$ cat src/rtl/hms_counter.sv
// hms_counter: time-of-day seconds/minutes/hours counter with field set and midnight day_tick
module hms_counter #(
  parameter int HOURS_PER_DAY = 24,
  parameter int W = 6
) (
  input  logic         clk,
  input  logic         reset,
  input  logic         tick_1hz,
  input  logic         set_en,
  input  logic [1:0]   set_sel,
  input  logic [W-1:0] set_val,
  output logic [W-1:0] sec,
  output logic [W-1:0] min,
  output logic [W-1:0] hour,
  output logic         day_tick,
  output logic         set_ack,
  output logic         set_err
);
  localparam logic [W-1:0] MAX_MS = W'(59);
  localparam logic [W-1:0] MAX_H = W'(HOURS_PER_DAY - 1);
  logic [W-1:0] sec_inc, min_inc, hour_inc;
  logic sec_wrap, min_wrap, hour_wrap, legal;
  always_comb begin
    sec_inc = sec + 1'b1;
    min_inc = min + 1'b1;
    hour_inc = hour + 1'b1;
    sec_wrap = sec == MAX_MS;
    min_wrap = min == MAX_MS;
    hour_wrap = hour == MAX_H;
    legal = (set_sel == 2'd0) ? set_val <= MAX_MS :
            (set_sel == 2'd1) ? set_val <= MAX_MS :
            (set_sel == 2'd2) ? set_val <= MAX_H : 1'b0;
  end
  always_ff @(posedge clk) begin
    if (reset) begin
      sec <= '0;
      min <= '0;
      hour <= '0;
      day_tick <= 1'b0;
      set_ack <= 1'b0;
      set_err <= 1'b0;
    end else begin
      day_tick <= 1'b0;
      set_ack <= set_en && legal;
      set_err <= set_en && !legal;
      if (set_en) begin
        sec <= (legal && set_sel == 2'd0) ? set_val : sec;
        min <= (legal && set_sel == 2'd1) ? set_val : min;
        hour <= (legal && set_sel == 2'd2) ? set_val : hour;
      end else if (tick_1hz) begin
        sec <= sec_wrap ? '0 : sec_inc;
        if (sec_wrap) min <= min_wrap ? '0 : min_inc;
        if (sec_wrap && min_wrap) hour <= hour_wrap ? '0 : hour_inc;
        day_tick <= sec_wrap && min_wrap && hour_wrap;
      end
    end
  end
endmodule

$ cat config.mk
export PLATFORM = sky130hd
export DESIGN_NAME = hms_counter
export DESIGN_NICKNAME = d
export VERILOG_FILES = /design/src/rtl/hms_counter.sv
export SDC_FILE = /design/constraint.sdc
export NUM_CORES = 1
export LEC_CHECK = 0
export CORE_AREA = 4 4 78 65
export DETAILED_ROUTE_END_ITERATION = 12
export DIE_AREA = 0 0 82 69
export GPL_TIMING_DRIVEN = 0
export MAX_ROUTING_LAYER = met4
export PLACE_DENSITY = 0.58
export SLEW_MARGIN = 10
export SYNTH_ARGS = -nofsm -noshare
export SYNTH_HDL_FRONTEND = slang
export SYNTH_SLANG_ARGS = --single-unit
$ cat constraint.sdc
create_clock -name clk -period 1.93 [get_ports clk]
set_clock_uncertainty 0.15 [all_clocks]
set_input_delay 0.386 -clock clk [delete_from_list [all_inputs] [get_ports clk]]
set_output_delay 0.386 -clock clk [all_outputs]
set_load 0.03 [all_outputs]
# After elaboration in Yosys (flattened, before gate mapping)
# Index checks and enable logic that the tools add are counted.
# Widths: inputs -> output; s select.
[totals] register_bits=21 latchBits=0 mem_bits_rw=0 mem_bits_ro=0 output_inout_bits=21 mem_count=0
[classes] addsub=3 mul=0 div=0 magnitude_cmp=2 n_eq_ne=8 n_shift=0 muxes=17 n_bitwise=1 n_reduce_logical=16
[op_table] operator="$mux 6" n=14
[op_table] operator="$add 6x1->6 const B" n=3
[op_table] operator="$eq 6x6->1 const B" n=2
[op_table] operator="$logic_and 1x1->1" n=7
[op_table] operator="$eq 6x5->1 const B" n=1
[op_table] operator="$le 6x5->1 const B" n=1
[op_table] operator="$le 6x6->1 const B" n=1
[op_table] operator="$ne 2x1->1 const B" n=3
[op_table] operator="$reduce_and 3->1" n=2
[op_table] operator="$reduce_bool 2->1" n=3
[op_table] operator="$mux 1" n=3
[op_table] operator="$reduce_or 3->1" n=1
[op_table] operator="$eq 2x1->1 const B" n=1
[op_table] operator="$eq 2x2->1 const B" n=1
[op_table] operator="$logic_not 2->1" n=1
[op_table] operator="$reduce_and 2->1" n=1
[op_table] operator="$logic_not 1->1" n=1
[op_table] operator="$not 1->1" n=1

# Logic depth before layout (Yosys ltp)
[logic_depth] word_depth=7 mapped_depth=6 depth_no_buf=6

# Worst setup path before layout
# Ideal clock, no wire load.
[synth_path] path_kind="reg-to-reg" startpoint="reg sec[0]" endpoint="reg hour[5]" arrival_time_ns=1.809 t_required_ns=1.705 path_slack_ns=-0.104 path_stages_with_launch=7 path_buffers=0 period_less_slack_ns=2.034 path_cell_list="dfxtp_1 ha_1 nand2b_2 o21bai_4 o21ai_2 or4_1 o22ai_1"
[synth_via] elab_chain_len=4
[synth_rtl] element="start: declaration" line="12" rtl="output logic [W-1:0] sec,"
[synth_rtl] element="start signal: assignment" line="47" rtl="sec <= (legal && set_sel == 2'd0) ? set_val : sec;"
[synth_rtl] element="start signal: assignment" line="51" rtl="sec <= sec_wrap ? '0 : sec_inc;"
[synth_rtl] element="$eq 6x6->1" line="27" rtl="sec_wrap = sec == MAX_MS;"
[synth_rtl] element="$logic_and 1x1->1" line="53" rtl="if (sec_wrap && min_wrap) hour <= hour_wrap ? '0 : hour_inc;"
[synth_rtl] element="$reduce_bool 2->1 (no line)"
[synth_rtl] element="$reduce_and 3->1 (no line)"
[synth_rtl] element="end signal: assignment" line="49" rtl="hour <= (legal && set_sel == 2'd2) ? set_val : hour;"
[synth_rtl] element="end signal: assignment" line="53"
[synth_rtl] element="end: declaration" line="14" rtl="output logic [W-1:0] hour,"
# No other way between the ends.
# A chain may end at the register's enable or synchronous reset.

# Worst setup path in the final report
[layout_path] startpoint="reg min[1]" endpoint="out min[1]"
[layout_lines] element="start: declaration" line="13" rtl="output logic [W-1:0] min,"
[layout_lines] element="start signal: assignment" line="48" rtl="min <= (legal && set_sel == 2'd1) ? set_val : min;"
[layout_lines] element="start signal: assignment" line="52" rtl="if (sec_wrap) min <= min_wrap ? '0 : min_inc;"
# No word-level cell between the ends.

==> flow_summary.yaml <==
run_status:
  run_status: "finished clean"
logic_synthesis:
  syn_area_per_cell_um2: 7.91
  ys_ff_latch: 21
  syn_area_um2: 1260
  synth_cells: 159
  synth-adder-area-share: 0.0299
  synth_seq_area_share: 0.334
  ys_types: 44
  synth_nets: 174
  synth_mux_area_frac: 0.0239
  synth_edf_count: 0
  synthFlopType: "dfxtp_1"
  synth_compound_area_frac: 0.299
  synth_simple_gate_area_frac: 0.282
  synth_top_family_by_area: "compound AO/OA/AOI/OAI gates"
  synth-xor-area-share: 0.00697
  ys_warn_count: 0
  synthArstFlopShare: 0
worst_setup_path:
  crit_fanout: 4
  cp.required_ns: 1.39
  critPathMaxStageDelay_ns: 0.69
  critPathSlowestCell: "clkdlybuf4s50_1"
  crit_type: "reg -> out"
  arrival_ns: 1.33
  cp_top_family: "buffers and inverters"
  start_kind: "register"
  worst-path-buf-inv: 1
  path_cells: "clkdlybuf4s50_1"
  endpoint_kind: "primary output"
layout:
  n_antenna_cell: 0
  area_delta_synth_final_pct: 42.5
  nets: 214
  layout_common_cells: "nor2_1 (23), dfxtp_1 (17), clkdlybuf4s50_1 (16)"
  final_common_cell: "nor2_1"
  drive_gt1_frac: 0.141
  nFillCells: 449
global_routing:
  met3_usage: 0.0339
  grt_max_degree: 12
  met1_usage: 0.199
  antenna_found_initial: 0
  grt_overflow: 0
  busiest_layer: "met1"
  track_usage: 0.136
  grt_first_pass_wirelength_um: 6020
  grt_pass1_vias: 1230
  met2_usage: 0.189
placed_design:
  dp_hpwl_um: 2680
  gp_congestion: 0.879
  io_buffer_count: 32
  post-place-ws_ns: -0.571
drt:
  detail_route.wl_per_cell_um: 14.7
  ant_nets: 0
  finalWirelength_um: 3740
  first_pass_iters: 4
  initialDrtViolationCount: 61
  via_per_inst: 5.26
  drcViolationCount: 0
  vias: 1342
die:
  row_count: 21
  core-area_um2: 4200
  dieArea_um2: 5660
  die_x_um: 82
  start_util: 0.299
  die_h_um: 69
  io_pins: 33
timing:
  finalSetupViolations: 0
  timing.final.crit_share: 0.969
  worst_slew_pin_slew_ns: 0.569
  fin_ws_ns: 0.0590
  hold_ws_ns: 0.366
  final_hold_viol_count: 0
  drv_slew: 0
  fin_crit_ns: 1.87
  slew_headroom: 0.621
  fmax_mhz: 534
job:
  maxCapViolCount: 0
clock_network:
  clk_path_buf_depth: 2
  cts_buffers: 3
  clkTransAtPathRegs_ns: 0.08
  clockRootBuffer: "clkbuf_8"
  cts_htree_levels: 1
  clock_latency_ns: 0.26
  hold_buffers: 0
  clock-sinks: 21
  cts_tree: "done"
power:
  p_total_mw: 0.983
  ir_drop_mv: 0.206
  powerDensity_nw_per_um2: 549
  p_leak_nw: 0.735
hold_path:
  hp-class: "reg -> reg"
cell usage after synthesis, types with 2 or more instances:
library cell | number | area share
nor2_1 | 23 | 0.069
dfxtp_1 | 21 | 0.33
a21oi_1 | 14 | 0.056
nand2_1 | 13 | 0.039
o21ai_0 | 13 | 0.052
clkbuf_1 | 6 | 0.018
nand2b_1 | 6 | 0.030
nor3_1 | 5 | 0.020
nand3_1 | 4 | 0.016
o31ai_1 | 4 | 0.024
a211oi_1 | 3 | 0.018
a22oi_1 | 3 | 0.018
ha_1 | 3 | 0.030
mux2i_1 | 3 | 0.024
o211ai_1 | 3 | 0.018
a22o_1 | 2 | 0.014
a31oi_1 | 2 | 0.0099
a41oi_1 | 2 | 0.014
and4_1 | 2 | 0.014
nand3_2 | 2 | 0.016
o22ai_1 | 2 | 0.0099
path summary, 6_finish.rpt:
kind                            startpoint      end  slack (ns)  cells past startpoint
worst max-delay path                min[1]   min[1]        0.06                      1
worst min-delay path               hour[5]  hour[5]        0.37                      2
worst max register to register      sec[0]  hour[5]        0.10                      6
worst min register to register     hour[5]  hour[5]        0.37                      2
metrics by stage:
step                      instances  utilization  setup TNS (ns)  instance area (µm²)
after floorplan                 159            -               0                 1260
after global routing            255        0.426         -0.0208                 1790
final                           255        0.426               0                 1790
after detailed placement        248        0.393           -7.82                 1650
after global placement          248        0.393           -7.81                 1650
after CTS                       252        0.403               0                 1690
layer usage:
metal / vias up / wire length, µm
met5: - / 0
met4: 0 / 30
met3: 6 / 164
met2: 32 / 1630
met1: 632 / 1920
li1: 672 / -
power breakdown:
| part | internal (mW) | switching [mW] |
|---|---|---|
| clock network | 0.147 | 0.152 |
| registers | 0.449 | 0.0203 |
| logic | 0.0937 | 0.120 |
| total | 0.690 | 0.293 |
cell type report:
cell class              instances  area [µm²]  share of cell area
flip-flops and latches         21         428               0.239
inverters                       1        3.75             0.00209
clock buffers                   4        45.0              0.0251
well taps                      57        71.3              0.0398
plain buffers                   7        37.5              0.0209
repair buffers                 35         350               0.196
multi-input cells             130         856               0.478
state kept, by name, summed over array words and instances (netlist names):
signal    count
set_ack       1
day_tick      1
sec           6
hour          6
min           6
set_err       1
kinds of logic after synthesis:
kind of cell,Yosys count
flops,21
compound gates,56
fa+ha+maj,3
xor+xnor,1
simple gates,67
buf+inv,8
mux,3
worst register-to-register path: cells and delay by family, from the launching register on:
kind	cells	cell delay, ns
simple gates	2	0.61
flops	1	0.38
compound gates	3	0.40
fa+ha+maj	1	0.21
what timing repair did:
action	CTS	global route
gates resized for setup	15	18
buffers inserted	0	3
setup endpoints to repair	26	15
pin swaps	0	3
(Power assumes the default switching activity.)
